[src/rtl/viterbi_frame_ctrl.sv]
// Frame controller between the serial coded-bit channel and the Viterbi decoder core:
// collects frames, runs the start/done handshake and serialises the decoder results.
module viterbi_frame_ctrl #(
  parameter int CODE_W = 14,
  parameter int DATA_W = CODE_W / 2,
  parameter int CNT_W  = 8
) (
  input  logic              clk,
  input  logic              rst,
  input  logic              in_bit,
  input  logic              in_vld,
  input  logic              dec_done,
  input  logic [CODE_W-1:0] dec_code,
  input  logic [DATA_W-1:0] dec_data,
  output logic [CODE_W-1:0] frame_out,
  output logic              dec_start,
  output logic              code_out,
  output logic              code_vld,
  output logic              data_out,
  output logic              data_stb,
  output logic [CNT_W-1:0]  frame_cnt,
  output logic              busy,
  output logic              overrun
);

  localparam int BCNT_W = $clog2(CODE_W);
  localparam logic [BCNT_W-1:0] LAST = BCNT_W'(CODE_W - 1);

  typedef enum logic {IDLE = 1'b0, WAIT = 1'b1} state_t;

  state_t              state;
  logic [CODE_W-1:0]   col_sr;
  logic [BCNT_W-1:0]   bcnt;
  logic [CODE_W-1:0]   code_sr;
  logic [DATA_W-1:0]   data_sr;
  logic [BCNT_W-1:0]   scnt;
  logic                run;

  logic [CODE_W-1:0]   next_word;
  logic                complete;
  logic                load;
  logic                accept;

  assign next_word = {in_bit, col_sr[CODE_W-1:1]};
  assign complete  = in_vld && (bcnt == LAST);
  assign load      = dec_done && (state == WAIT);
  // A done on the completion edge frees the decoder first, so that frame is still taken.
  assign accept    = complete && ((state == IDLE) || dec_done);

  assign busy     = (state == WAIT);
  assign code_out = code_sr[0];
  assign code_vld = run;
  assign data_out = data_sr[DATA_W-1];
  assign data_stb = run && !scnt[0];

  // Collector, handshake FSM, frame bookkeeping and serialiser.
  always_ff @(posedge clk) begin
    if (!rst) begin
      state     <= IDLE;
      col_sr    <= '0;
      bcnt      <= '0;
      frame_out <= '0;
      dec_start <= 1'b0;
      frame_cnt <= '0;
      overrun   <= 1'b0;
      code_sr   <= '0;
      data_sr   <= '0;
      scnt      <= '0;
      run       <= 1'b0;
    end else begin
      dec_start <= accept;

      if (in_vld) begin
        col_sr <= next_word;
        bcnt   <= (bcnt == LAST) ? '0 : bcnt + BCNT_W'(1);
      end

      if (accept) begin
        frame_out <= next_word;
        frame_cnt <= frame_cnt + CNT_W'(1);
      end

      case (state)
        IDLE:    if (accept) state <= WAIT;
        WAIT:    if (dec_done && !accept) state <= IDLE;
        default: state <= IDLE;
      endcase

      // Reload during the final run cycle is a clean back-to-back handoff.
      if ((complete && !accept) || (load && run && (scnt != LAST)))
        overrun <= 1'b1;

      if (load) begin
        code_sr <= dec_code;
        data_sr <= dec_data;
        scnt    <= '0;
        run     <= 1'b1;
      end else if (run) begin
        code_sr <= {code_sr[0], code_sr[CODE_W-1:1]};
        if (scnt[0])
          data_sr <= {data_sr[DATA_W-2:0], data_sr[DATA_W-1]};
        scnt <= scnt + BCNT_W'(1);
        if (scnt == LAST)
          run <= 1'b0;
      end
    end
  end

endmodule

[config.mk]
export PLATFORM = sky130hd
export DESIGN_NAME = viterbi_frame_ctrl
export DESIGN_NICKNAME = d
export VERILOG_FILES = /design/src/rtl/viterbi_frame_ctrl.sv
export SDC_FILE = /design/constraint.sdc
export NUM_CORES = 1
export LEC_CHECK = 0
export CORE_MARGIN = 2
export CORE_UTILIZATION = 26
export CTS_CLUSTER_DIAMETER = 50
export CTS_CLUSTER_SIZE = 24
export DETAILED_ROUTE_END_ITERATION = 10
export HOLD_SLACK_MARGIN = 0.08
export PLACE_DENSITY = 0.57
export SYNTH_ARGS = -nofsm -noshare
export SYNTH_HDL_FRONTEND = slang
export SYNTH_SLANG_ARGS = --single-unit
[constraint.sdc]
create_clock -name clk -period 1.9 [get_ports clk]
set_input_delay 0.285 -clock clk [delete_from_list [all_inputs] [get_ports clk]]
set_output_delay 0.285 -clock clk [all_outputs]
set_load 0.005 [all_outputs]
# Word level (Yosys, flattened, before mapping)
# Index checks and enable logic that the tools add are counted.
# totals
regBits	69
latch_bits	0
mem_bits_rw	0
rom_bits	0
input_bits	26
out_inout_bits	29
wordCells	47
mem_count	0
# op_classes
add_sub_neg	3
n_mul	0
n_div	0
order_cmp	0
eq_ne	3
shift	0
n_mux	12
bitwise	2
reduce_logical	16
# ops
operator	count
14-bit 2-to-1 mux	2
7-bit 2-to-1 mux	3
4-bit by 1-bit adder with 4-bit output (second input constant)	2
8-bit by 1-bit adder with 8-bit output (second input constant)	1
4-bit == test (second input constant)	2
1-bit logical AND	8
1-bit 2-to-1 mux	5
4-bit 2-to-1 mux	1
4-bit inequality test (second input constant)	1
2-bit nonzero test	2
1-bit logical NOT	2
1-bit logical OR	2
1-bit inverter	2
1-bit case mux with 2 select lines	1
2-bit AND reduction	1
2-bit OR reduction	1

# Longest topological paths before layout
# Gate-level depths: netlist of run 1.
# depth
word_depth	7
ltp_mapped	7

# Worst setup path after synthesis of run 1
# OpenSTA, ideal clock, no wires.
# synth_path
kind	input-to-reg
start	in in_vld
end	reg frame_cnt[5]
setup_ns	0.070
t_arrival_ns	1.680
required_time_ns	1.830
setup_slack_ns	0.150
cell_stages	6
cell_sequence	buf_4 > nand4_4 > or3_4 > buf_6 > or4_1 > a21oi_1
# synth_via
elab_chain_len	2
# synth_lines
element	line	rtl
start: declaration	11	input logic in_vld,
1-bit logical AND	45	assign complete = in_vld && (bcnt == LAST);
1-bit logical AND	48	assign accept = complete && ((state == IDLE) || dec_done);
end signal: assignment	80	frame_cnt <= frame_cnt + CNT_W'(1);
end: declaration	21	output logic [CNT_W-1:0] frame_cnt,
# Every way passes these cells.
# A chain may end at the register's enable or synchronous reset.

# Final worst setup path of run 1
# layout_path
start	reg run (netlist: code_vld)
end	out data_stb
# layout_via
elab_chain_len	1
# layout_lines
element	line	rtl
start: declaration	37	logic run;
start signal: assignment	69	run <= 1'b0;
start signal: assignment	97	run <= 1'b1;
start signal: assignment	104	run <= 1'b0;
1-bit logical AND	54	assign data_stb = run && !scnt[0];
end: declaration	20	output logic data_stb,
# Every way passes these cells.

==> key figures, run 1 <==
STA
  • Fmax achieved: roughly 570 MHz
  • Final worst path period share: approximately 90%
  • Clk_skew: 0.0128 ns
  • Final hold vios: 0
  • Min Clock Period, post-route: between 1.5 and 2 ns
  • TNS Setup: 0 ns
  • RSZ-0062 raised after global routing: false
  • Least-Margin Pin Slew: between 0.4 and 0.5 ns
  • Setup Viol. Count Final: 0
  • Rel. slew slack: between 70 and 80%
  • Max-slew violations: 0

Die
  • Die Y: approximately 110 microns
  • Row count: 37
  • IO Pins: 55
  • Core ar.: 10200 sq um
  • Die W: ~110 microns
  • Die area: around 11000 sq um
  • Initial Util: a little over a quarter

Global route
  • Largest net degree at the start of global routing: 45
  • Vias in the first global route: 2104
  • GRT Max-Usage Layer: met2
  • Total grt overflow: 0
  • Met2 usage: approximately 17%
  • First-pass GRT wire length: 9.67 mm
  • Initial antenna violation count: 0
  • M3 GR Usage: 4.35%
  • Met1 Use GR: about 13%
  • Gr usage total: between 10% and 20%

Route
  • Total Wirelength: approximately 5.8 mm
  • First DRT Iteration DRCs: slightly below 60
  • Drt pass-1 iters: 4
  • Routed vias: between 2000 and 2500
  • Drt drc: 0
  • Antenna Nets Post-Route: 0
  • Vias per inst: 4.48
  • Routed wire length per instance: 11.6 microns

Synthesis
  • Asr flop ratio synth: 0%
  • Synth Net Count: ~330
  • Number of synthesized flops with an enable pin: 0
  • Cell Area, Synth: 2730 sq um
  • Synth Flop Type: dfxtp_1
  • Syn. warnings: 0
  • Synth cell types: 32
  • Mean post-synth cell area: about 9.0 sq um
  • #FFs+latches synth: between 60 and 70
  • Gate Count Post-Synth: between 300 and 400
  • Sequential fraction of the synthesis area: around 50%

Pwr
  • Max IR drop VDD: 366 uV
  • Power per Cell Area: roughly 760 nW/um^2
  • Leakage Power: between 1 and 1.5 nW

Critical path
  • Worst stage delay on the critical path: a little over 0.5 ns
  • Crit path kind: flip-flop to primary output
  • Critical-path top delay cell: clkdlybuf4s50_1
  • Reg2reg start: bcnt[0]
  • Startpoint Class: flip-flop
  • Worst r2r dst: frame_cnt[7]
  • Worst reg-to-reg path cell count: 4
  • CP required: ~1.6 ns
  • CP max FO: 10
  • CP bufs+invs: 1
  • Crit. End Element: primary output
  • CP top delay family: buffers and inverters
  • CP Cell Sequence: nor2b_1, clkdlybuf4s50_1
  • R2R Setup Slk: between 0.2 and 0.25 ns
  • Worst path arrival time: 1.46 ns

Clocking
  • Max Root-Sink Buffers: 2
  • TritonCTS clock tree: yes
  • Clock root buffer: clkbuf_8
  • Clk_lat worst skew: about 0.35 ns
  • Cts repair resizes: 1
  • Hold_buf cts: 0
  • H-tree levels: 3
  • CTS buffer count: 9
  • Clk sinks: between 60 and 70
  • Clk slew on worst S/H paths: 0.09 ns
  • Setup bufs post-CTS: 0

Place
  • I/O Buffers: 54
  • GPL Wtd Cong: 0.745
  • Post-placement cell count: 488
  • Detailed placement HPWL: ~4 mm

Min path
  • Hold path depth: 2
  • Worst Hold Endpoint: frame_out[7]
  • Worst min-delay path class: flip-flop to flip-flop
  • Worst hold start: frame_out[7]

Final layout
  • Layout cells sized above 1: about a tenth
  • # nets final: just under 400
  • # diodes: 0
  • Final std cells w/o fill: 504
  • FF+latch area: about 1400 sq um
  • Multi-input gate area: 1270 sq um
  • Fillers: 1041
  • Syn-to-layout area delta: 34.8%

Status
  • Status: completed

Run
  • Max-capacitance violation count: 0
metrics by stage:
step	area (sq um)	setup WS [ns]	util, %	hold slack [ns]	total power, mW
2_1_floorplan	2730	0.150	-	0.398	1.52
3_3_place_gp	3470	-0.152	33.9	0.438	1.59
3_5_place_dp	3470	-0.166	33.9	0.446	1.59
4_1_cts	3680	0.0936	35.9	0.458	2.86
5_1_grt	3680	0.0699	35.9	0.470	2.92
6_report	3680	0.159	35.9	0.455	2.81
worst reg2reg max path, cell delays in order (launching register included):
cell	delay, ns
dfxtp_1	0.46
nand4_4	0.11
or3_4	0.37
or4_1	0.52
a21oi_1	0.15
cells in the mapped netlist, types with 3 or more instances:
master    number  share of area (%)
xnor2_1        6                1.9
a21oi_1       20                3.7
nand2_1       46                6.3
ha_1           3                1.4
nor2_1        51                7.0
nor4_1         3               0.69
a311oi_1       7                2.2
nand3_1       11                2.0
a211oi_1      16                4.4
clkbuf_1      16                2.2
mux2i_1       29                 11
dfxtp_1       68                 50
layout make-up:
cell class	instances	area share, %
clock buffer	9	3.37
sequential	68	37.1
timing repair buffer	68	17.9
clock inverter	7	2.25
tap	136	4.63
inverter	3	0.306
multi-input combinational	213	34.5
routing by layer:
metal	vias up	routed length [microns]
li1	1169	-
met1	1032	2700
met2	50	2720
met3	8	345
met4	0	81
met5	-	0
logic make-up after synthesis:
logic type | Yosys count | share of synthesized area [%]
simple gates | 125 | 20.4
mux | 29 | 10.6
buf+inv | 23 | 3.58
flops | 68 | 49.9
xor+xnor | 8 | 2.57
compound gates | 48 | 11.5
fa+ha+maj | 3 | 1.38
worst max-delay path by stage:
stage             start           end  slack [ns]  cells past startpoint
3_5_place_dp     in_vld  frame_cnt[7]       -0.17                      5
6_report       code_vld      data_stb        0.16                      2
5_1_grt        code_vld      data_stb        0.07                      2
3_3_place_gp     in_vld  frame_cnt[5]       -0.15                      5
4_1_cts        code_vld      data_stb        0.09                      2
2_1_floorplan    in_vld  frame_cnt[5]        0.15                      6
state kept, by name, summed over array words and instances, names as in the netlist:
| register | count |
|---|---|
| bcnt | 4 |
| busy | 1 |
| code_sr | 14 |
| code_vld | 1 |
| col_sr | 13 |
| data_sr | 7 |
| dec_start | 1 |
| frame_cnt | 8 |
| frame_out | 14 |
| overrun | 1 |
| scnt | 4 |
power breakdown:
| part | internal (mW) | total (mW) | switching [mW] | leakage, nW |
|---|---|---|---|---|
| combinational | 0.0659 | 0.119 | 0.0533 | 0.609 |
| sequential | 1.43 | 1.44 | 0.00730 | 0.549 |
| clock | 0.629 | 1.25 | 0.626 | 0.0988 |
cell usage in the layout, fill, tap and decap left out, types with 2 or more instances in the layout:
cell	synthesis	routed
dfxtp_1	68	67
clkdlybuf4s50_1	0	54
nor2_1	51	51
nand2_1	46	46
mux2i_1	29	29
a21oi_1	20	20
a211oi_1	16	16
buf_4	1	13
nand3_1	11	11
clkbuf_8	0	9
a311oi_1	7	7
xnor2_1	6	6
nor4_1	3	3
ha_1	3	3
inv_6	0	3
inv_1	2	2
nor2b_1	2	2
xor2_1	2	2
o31ai_1	2	2
or4_1	2	2
o21ai_0	2	2
nand4_1	2	2
clkinvlp_4	0	2
No activity file was read; power rests on OpenSTA's default activity.
==> run 2, diff against run 1 <==
- clock period: 1.9 -> 2 ns (I/O delays scaled with it)
==> run 2 against run 1 <==
- clock skew down 0.0039 ns
- combinational power shrank 11%
- die area unchanged
- sequential share of layout area up 0.12 points
- worst setup slack gained 0.095 ns
- routed wire length shrank 1.1%
- sequential cell count stayed put
- first-iteration DRC count fell by 8.5%
- register-to-register slack improved by 0.08 ns
- clock power fell by 5%
- critical path depth rose by 3
==> key figures, run 2 (same netlist as run 1, synthesis figures left out) <==
Pwr
  • Flop pwr share: 51.4% (was 51.1%)
  • Clock network power share: 44.7% (was 44.6%)
  • Power Total: 2.67 mW (was 2.81 mW)
  • Power per Cell Area: 728 nW/um^2 (was 765 nW/um^2)
  • Sw frac: 24.4% (about the same)
  • P_int: 2.02 mW (was 2.12 mW)
  • Leakage Power: 1.25 nW (was 1.26 nW)
  • Max IR drop VDD: 267 uV (was 366 uV)
  • Combinational share of power: 4.0% (was 4.2%)
  • P_sw: 0.650 mW (was 0.687 mW)

Final layout
  • Post-layout util: 35.8% (was 35.9%)
  • FF+latch area: 1360 sq um (about the same)
  • Multi-input gate area: 1270 sq um (unchanged)
  • Fillers: 1073 (was 1041)
  • Most common cell after layout, fill and taps aside: dfxtp_1 (unchanged)
  • Layout cells sized above 1: 8.74% (was 9.51%)
  • Leading cell types in the layout, fill and taps excluded: dfxtp_1, clkdlybuf4s50_1, nor2_1 (unchanged)
  • Syn-to-layout area delta: 34.3% (was 34.8%)
  • Biggest regs: code_sr: 14 flops, frame_out: 14 flops, col_sr: 13 flops (unchanged)
  • # diodes: 0 (unchanged)
  • # nets final: 390 (was 392)

Route
  • Routed vias: 2234 (was 2259)
  • Routed wire length per instance: 11.5 microns (was 11.6 microns)
  • Drt drc: 0 (unchanged)
  • Vias per inst: 4.45 (was 4.48)
  • Total Wirelength: 5.78 mm (was 5.85 mm)
  • Drt pass-1 iters: 4 (unchanged)
  • Antenna Nets Post-Route: 0 (unchanged)
  • First DRT Iteration DRCs: 54 (was 59)

Critical path
  • CP required: 2.27 ns (was 1.62 ns)
  • Worst reg-to-reg path cell count: 4 (unchanged)
  • Reg2reg start: bcnt[0] (unchanged)
  • Startpoint Class: input port (was flip-flop)
  • Crit path kind: input port to flip-flop (was flip-flop to primary output)
  • Crit path launch: in_vld (was code_vld)
  • Worst path arrival time: 2.02 ns (was 1.46 ns)
  • Crit. End Element: flip-flop (was primary output)
  • CP max FO: 6 (was 10)

Die
  • Die area: 11300 sq um (unchanged)
  • Core ar.: 10200 sq um (unchanged)
  • Initial Util: 26.6% (unchanged)
  • IO Pins: 55 (unchanged)
  • Die Y: 106 microns (unchanged)
  • Die W: 106 microns (unchanged)
  • Row count: 37 (unchanged)

Global route
  • First-pass GRT wire length: 9.73 mm (was 9.67 mm)
  • Met2 usage: 17.1% (was 17.2%)
  • Largest net degree at the start of global routing: 45 (unchanged)
  • Vias in the first global route: 2102 (was 2104)
  • Initial antenna violation count: 0 (unchanged)
  • GRT Max-Usage Layer: met2 (unchanged)
  • Met1 Use GR: 12.9% (was 12.8%)
  • M3 GR Usage: 4.48% (was 4.35%)
  • Gr usage total: 10.7% (about the same)
  • Total grt overflow: 0 (unchanged)

Min path
  • Hold path depth: 2 (unchanged)
  • Worst min-delay path class: flip-flop to flip-flop (unchanged)
  • Worst hold start: frame_out[7] (unchanged)

Clocking
  • H-tree levels: 3 (unchanged)
  • Cts repair resizes: 0 (was 1)
  • Clk_lat worst skew: 0.35 ns (about the same)
  • Clock root buffer: clkbuf_8 (unchanged)
  • Hold_buf cts: 0 (unchanged)
  • CTS buffer count: 9 (unchanged)
  • Setup bufs post-CTS: 0 (unchanged)
  • Clk sinks: 68 (unchanged)
  • Clk slew on worst S/H paths: 0.09 ns (about the same)
  • Max Root-Sink Buffers: 2 (unchanged)
  • TritonCTS clock tree: yes (unchanged)

Status
  • Status: completed (unchanged)

STA
  • Fmax achieved: around 570 MHz
  • Least-Margin Pin Slew: 0.419 ns (was 0.432 ns)
  • TNS Setup: 0 ns (unchanged)
  • Slack of the critical path: 0.254 ns (was 0.159 ns)
  • Final hold vios: 0 (unchanged)
  • Min Clock Period, post-route: between 1.5 and 2 ns
  • Max-slew violations: 0 (unchanged)
  • Clk_skew: 0.00885 ns (was 0.0128 ns)
  • Final worst path period share: between 80 and 90%
  • Setup Viol. Count Final: 0 (unchanged)
  • RSZ-0062 raised after global routing: false (unchanged)
  • Rel. slew slack: 72.1% (was 71.2%)

Run
  • Max-capacitance violation count: 0 (unchanged)

Place
  • Detailed placement HPWL: 3.82 mm (was 3.88 mm)
  • DP Worst Slack: -0.0881 ns (was -0.166 ns)
  • GPL Wtd Cong: 0.739 (was 0.745)
  • I/O Buffers: 54 (unchanged)
run 2: worst max-delay path: stages:
cell	delay (ns)
clkdlybuf4s50_1	0.55
nand4_4	0.11
or3_4	0.37
or4_1	0.50
a21oi_1	0.18
run 2: final cells by class:
cell class / instances / share of cell area, %
Tap cell: 136 / 4.65
Clock inverter: 7 / 2.29
Sequential cell: 68 / 37.2
Inverter: 3 / 0.308
Multi-Input combinational cell: 213 / 34.6
Timing Repair Buffer: 66 / 17.6
Clock buffer: 9 / 3.38
run 2: through the flow:
stage	cell area [sq um]	hold slack [ns]	instances
floorplan	2730	0.413	304
global placement	3450	0.439	486
detailed placement	3450	0.448	486
CTS	3660	0.461	502
global route	3660	0.470	502
finish	3660	0.455	502
run 2: path summary, 6_finish.rpt:
check / endpoint / slack, ns
worst max-delay path: frame_cnt[5] / 0.25
worst min-delay path: frame_out[7] / 0.46
worst max register to register: frame_cnt[5] / 0.30
worst min register to register: frame_out[7] / 0.46
run 2: power by group through the flow:
stage | registers, mW | logic [mW] | clock network [mW]
after floorplan | 1.40 | 0.0464 | 0
after global placement | 1.40 | 0.107 | 0
after detailed placement | 1.40 | 0.107 | 0
after CTS | 1.37 | 0.107 | 1.23
after global routing | 1.37 | 0.115 | 1.28
final | 1.37 | 0.106 | 1.19
run 2: per-layer routing:
| metal | vias up | wire, microns |
|---|---|---|
| li1 | 1164 | - |
| met1 | 1003 | 2640 |
| met2 | 58 | 2700 |
| met3 | 9 | 375 |
| met4 | 0 | 66 |
| met5 | - | 0 |
==> run 3, diff against run 2 <==
--- a/config.mk
+++ b/config.mk
@@ -7,10 +7,10 @@
 export LEC_CHECK = 0
 export CORE_MARGIN = 2
-export CORE_UTILIZATION = 26
+export CORE_UTILIZATION = 35
 export CTS_CLUSTER_DIAMETER = 50
 export CTS_CLUSTER_SIZE = 24
 export DETAILED_ROUTE_END_ITERATION = 10
 export HOLD_SLACK_MARGIN = 0.08
-export PLACE_DENSITY = 0.57
+export PLACE_DENSITY = 0.69
 export SYNTH_ARGS = -nofsm -noshare
 export SYNTH_HDL_FRONTEND = slang
==> constraint.sdc (replaced) <==
create_clock -name clk -period 2 [get_ports clk]
set_input_delay 0.3 -clock clk [delete_from_list [all_inputs] [get_ports clk]]
set_output_delay 0.3 -clock clk [all_outputs]
set_load 0.1 [all_outputs]
==> run 3 against run 2 <==
- final cell count shrank 6.8%
- sequential share of layout area increased by 0.98 points
- first-iteration DRC count down 7.4%
- die area shrank 25%
- count of clock-buffer cells in the layout unchanged
- core utilization rose by 11 points
- sequential cell count stayed put
- clock power decreased by 15%
- via count rose by 0.45%
- power decreased by 6.8%
- highest routed layer unchanged
==> key figures, run 3 (same netlist as run 1, synthesis figures left out) <==
Status
  • Status: completed (unchanged)

Clocking
  • Clock root buffer: clkbuf_8 (unchanged)
  • Clk slew on worst S/H paths: 0.08 ns (was 0.09 ns)
  • Clk_lat worst skew: 0.34 ns (was 0.35 ns)
  • Clk sinks: 68 (unchanged)
  • Setup bufs post-CTS: 0 (unchanged)
  • Hold_buf cts: 0 (unchanged)
  • TritonCTS clock tree: yes (unchanged)
  • Max Root-Sink Buffers: 2 (unchanged)
  • Cts repair resizes: 0 (unchanged)
  • H-tree levels: 3 (unchanged)
  • CTS buffer count: 9 (unchanged)

Final layout
  • # nets final: 390 (unchanged)
  • Syn-to-layout area delta: 31.1% (was 34.3%)
  • Fillers: 754 (was 1073)
  • Layout cells sized above 1: 17.5% (was 8.74%)
  • Biggest regs: code_sr: 14 flops, frame_out: 14 flops, col_sr: 13 flops (unchanged)
  • Leading cell types in the layout, fill and taps excluded: dfxtp_1, nor2_1, nand2_1 (was dfxtp_1, clkdlybuf4s50_1, nor2_1)
  • # diodes: 0 (unchanged)
  • Most common cell after layout, fill and taps aside: dfxtp_1 (unchanged)

STA
  • Final worst path period share: 88.0% (was 87.3%)
  • RSZ-0062 raised after global routing: false (unchanged)
  • Setup Viol. Count Final: 0 (unchanged)
  • Rel. slew slack: 73.8% (was 72.1%)
  • Least-Margin Pin Slew: 0.392 ns (was 0.419 ns)
  • Min Clock Period, post-route: 1.76 ns (was 1.75 ns)
  • Max-slew violations: 0 (unchanged)
  • TNS Setup: 0 ns (unchanged)
  • Clk_skew: 0.00651 ns (was 0.00885 ns)
  • Slack of the critical path: 0.240 ns (was 0.254 ns)
  • Fmax achieved: 568 MHz (was 573 MHz)
  • Final hold vios: 0 (unchanged)

Critical path
  • Startpoint Class: input port (unchanged)
  • Worst r2r dst: frame_cnt[7] (was frame_cnt[5])
  • Crit. End Element: flip-flop (unchanged)
  • R2R Setup Slk: 0.31 ns (was 0.30 ns)
  • Worst reg-to-reg path cell count: 4 (unchanged)
  • Crit path kind: input port to flip-flop (unchanged)
  • CP max FO: 6 (unchanged)
  • Worst path arrival time: 2.04 ns (was 2.02 ns)
  • Reg2reg start: bcnt[0] (unchanged)
  • CP required: 2.28 ns (was 2.27 ns)

Min path
  • Hold path depth: 2 (unchanged)
  • Worst hold start: col_sr[1] (was frame_out[7])
  • Worst min-delay path class: flip-flop to flip-flop (unchanged)
  • Worst Hold Endpoint: frame_out[0] (was frame_out[7])

Place
  • Detailed placement HPWL: 3.61 mm (was 3.82 mm)
  • GPL Wtd Cong: 0.775 (was 0.739)
  • DP Worst Slack: -0.0912 ns (was -0.0881 ns)
  • I/O Buffers: 54 (unchanged)

Route
  • Vias per inst: 4.79 (was 4.45)
  • First DRT Iteration DRCs: 50 (was 54)
  • Antenna Nets Post-Route: 0 (unchanged)
  • Drt drc: 0 (unchanged)
  • Total Wirelength: 5.52 mm (was 5.78 mm)
  • Drt pass-1 iters: 4 (unchanged)
  • Routed vias: 2244 (was 2234)
  • Routed wire length per instance: 11.8 microns (was 11.5 microns)

Die
  • Die area: 8510 sq um (was 11300 sq um)
  • Die W: 92.3 microns (was 106 microns)
  • IO Pins: 55 (unchanged)
  • Initial Util: 35.7% (was 26.6%)
  • Row count: 32 (was 37)
  • Core ar.: 7650 sq um (was 10200 sq um)
  • Die Y: 92.3 microns (was 106 microns)

Pwr
  • Power per Cell Area: 696 nW/um^2 (was 728 nW/um^2)
  • Combinational share of power: 4.4% (was 4.0%)
  • Leakage Power: 1.31 nW (was 1.25 nW)
  • Sw frac: 24.6% (was 24.4%)
  • Clock network power share: 40.6% (was 44.7%)
  • P_sw: 0.612 mW (was 0.650 mW)
  • Max IR drop VDD: 342 uV (was 267 uV)
  • P_int: 1.88 mW (was 2.02 mW)
  • Flop pwr share: 55.1% (was 51.4%)

Global route
  • Largest net degree at the start of global routing: 45 (unchanged)
  • Vias in the first global route: 2183 (was 2102)
  • Total grt overflow: 0 (unchanged)
  • Gr usage total: 14.0% (was 10.7%)
  • First-pass GRT wire length: 9.60 mm (was 9.73 mm)
  • Initial antenna violation count: 0 (unchanged)

Run
  • Max-capacitance violation count: 0 (unchanged)
==> run 3: cell count changes in the layout (fill, tap and decap cells not counted), sizes merged <==
cell,delta
inv,-2
bufinv,-1
clkdlybuf4s50,-29
buf,+29
clkinv,+2
clkinvlp,+1
==> run 3: worst max-delay path, cell delays in order <==
cell and delay (ns):
clkdlybuf4s50_1 0.56, nand4_4 0.12, or3_4 0.38, or4_1 0.53
a21oi_1 0.16
==> run 3: metal layers <==
metal  wire length [microns]  global-route usage (%)
met1                    2580                    16.2
met2                    2570                    23.5
met3                     251                    4.19
met4                     121                    6.59
met5                       0                       0
==> run 3: cell type report <==
class,count,area (sq um),area share [%]
clock buffer,9,124,3.47
timing repair buffer,66,621,17.4
sequential,68,1360,38.2
multi-input combinational,213,1270,35.7
inverter,3,11.3,0.315
tap,102,128,3.57
clock inverter,7,51.3,1.44
==> run 3: how the worst max path moves through the flow <==
stage,from,end,depth (start not counted)
2_1_floorplan,frame_cnt[0],frame_cnt[7],3
3_3_place_gp,in_vld,frame_cnt[5],5
3_5_place_dp,in_vld,frame_cnt[5],5
4_1_cts,in_vld,frame_cnt[7],5
5_1_grt,in_vld,frame_cnt[7],5
6_report,in_vld,frame_cnt[7],5
==> run 3: power groups by stage <==
| stage | Sequential, mW | Clock [mW] | Combinational (mW) |
|---|---|---|---|
| 4_1_cts | 1.37 | 1.04 | 0.110 |
| 3_5_place_dp | 1.40 | 0 | 0.110 |
| 2_1_floorplan | 1.40 | 0 | 0.0464 |
| 3_3_place_gp | 1.40 | 0 | 0.109 |
| 5_1_grt | 1.37 | 1.10 | 0.117 |
| 6_report | 1.37 | 1.01 | 0.108 |
==> run 3: stage by stage <==
step / hold WS [ns] / instances / cell area (sq um) / utilization [%] / power, mW
after floorplan: 0.413 / 304 / 2740 / - / 1.44
after global placement: 0.442 / 452 / 3400 / 44.4 / 1.51
after detailed placement: 0.443 / 452 / 3400 / 44.4 / 1.51
after CTS: 0.455 / 468 / 3570 / 46.7 / 2.52
after global routing: 0.474 / 468 / 3570 / 46.7 / 2.59
final: 0.452 / 468 / 3570 / 46.7 / 2.49
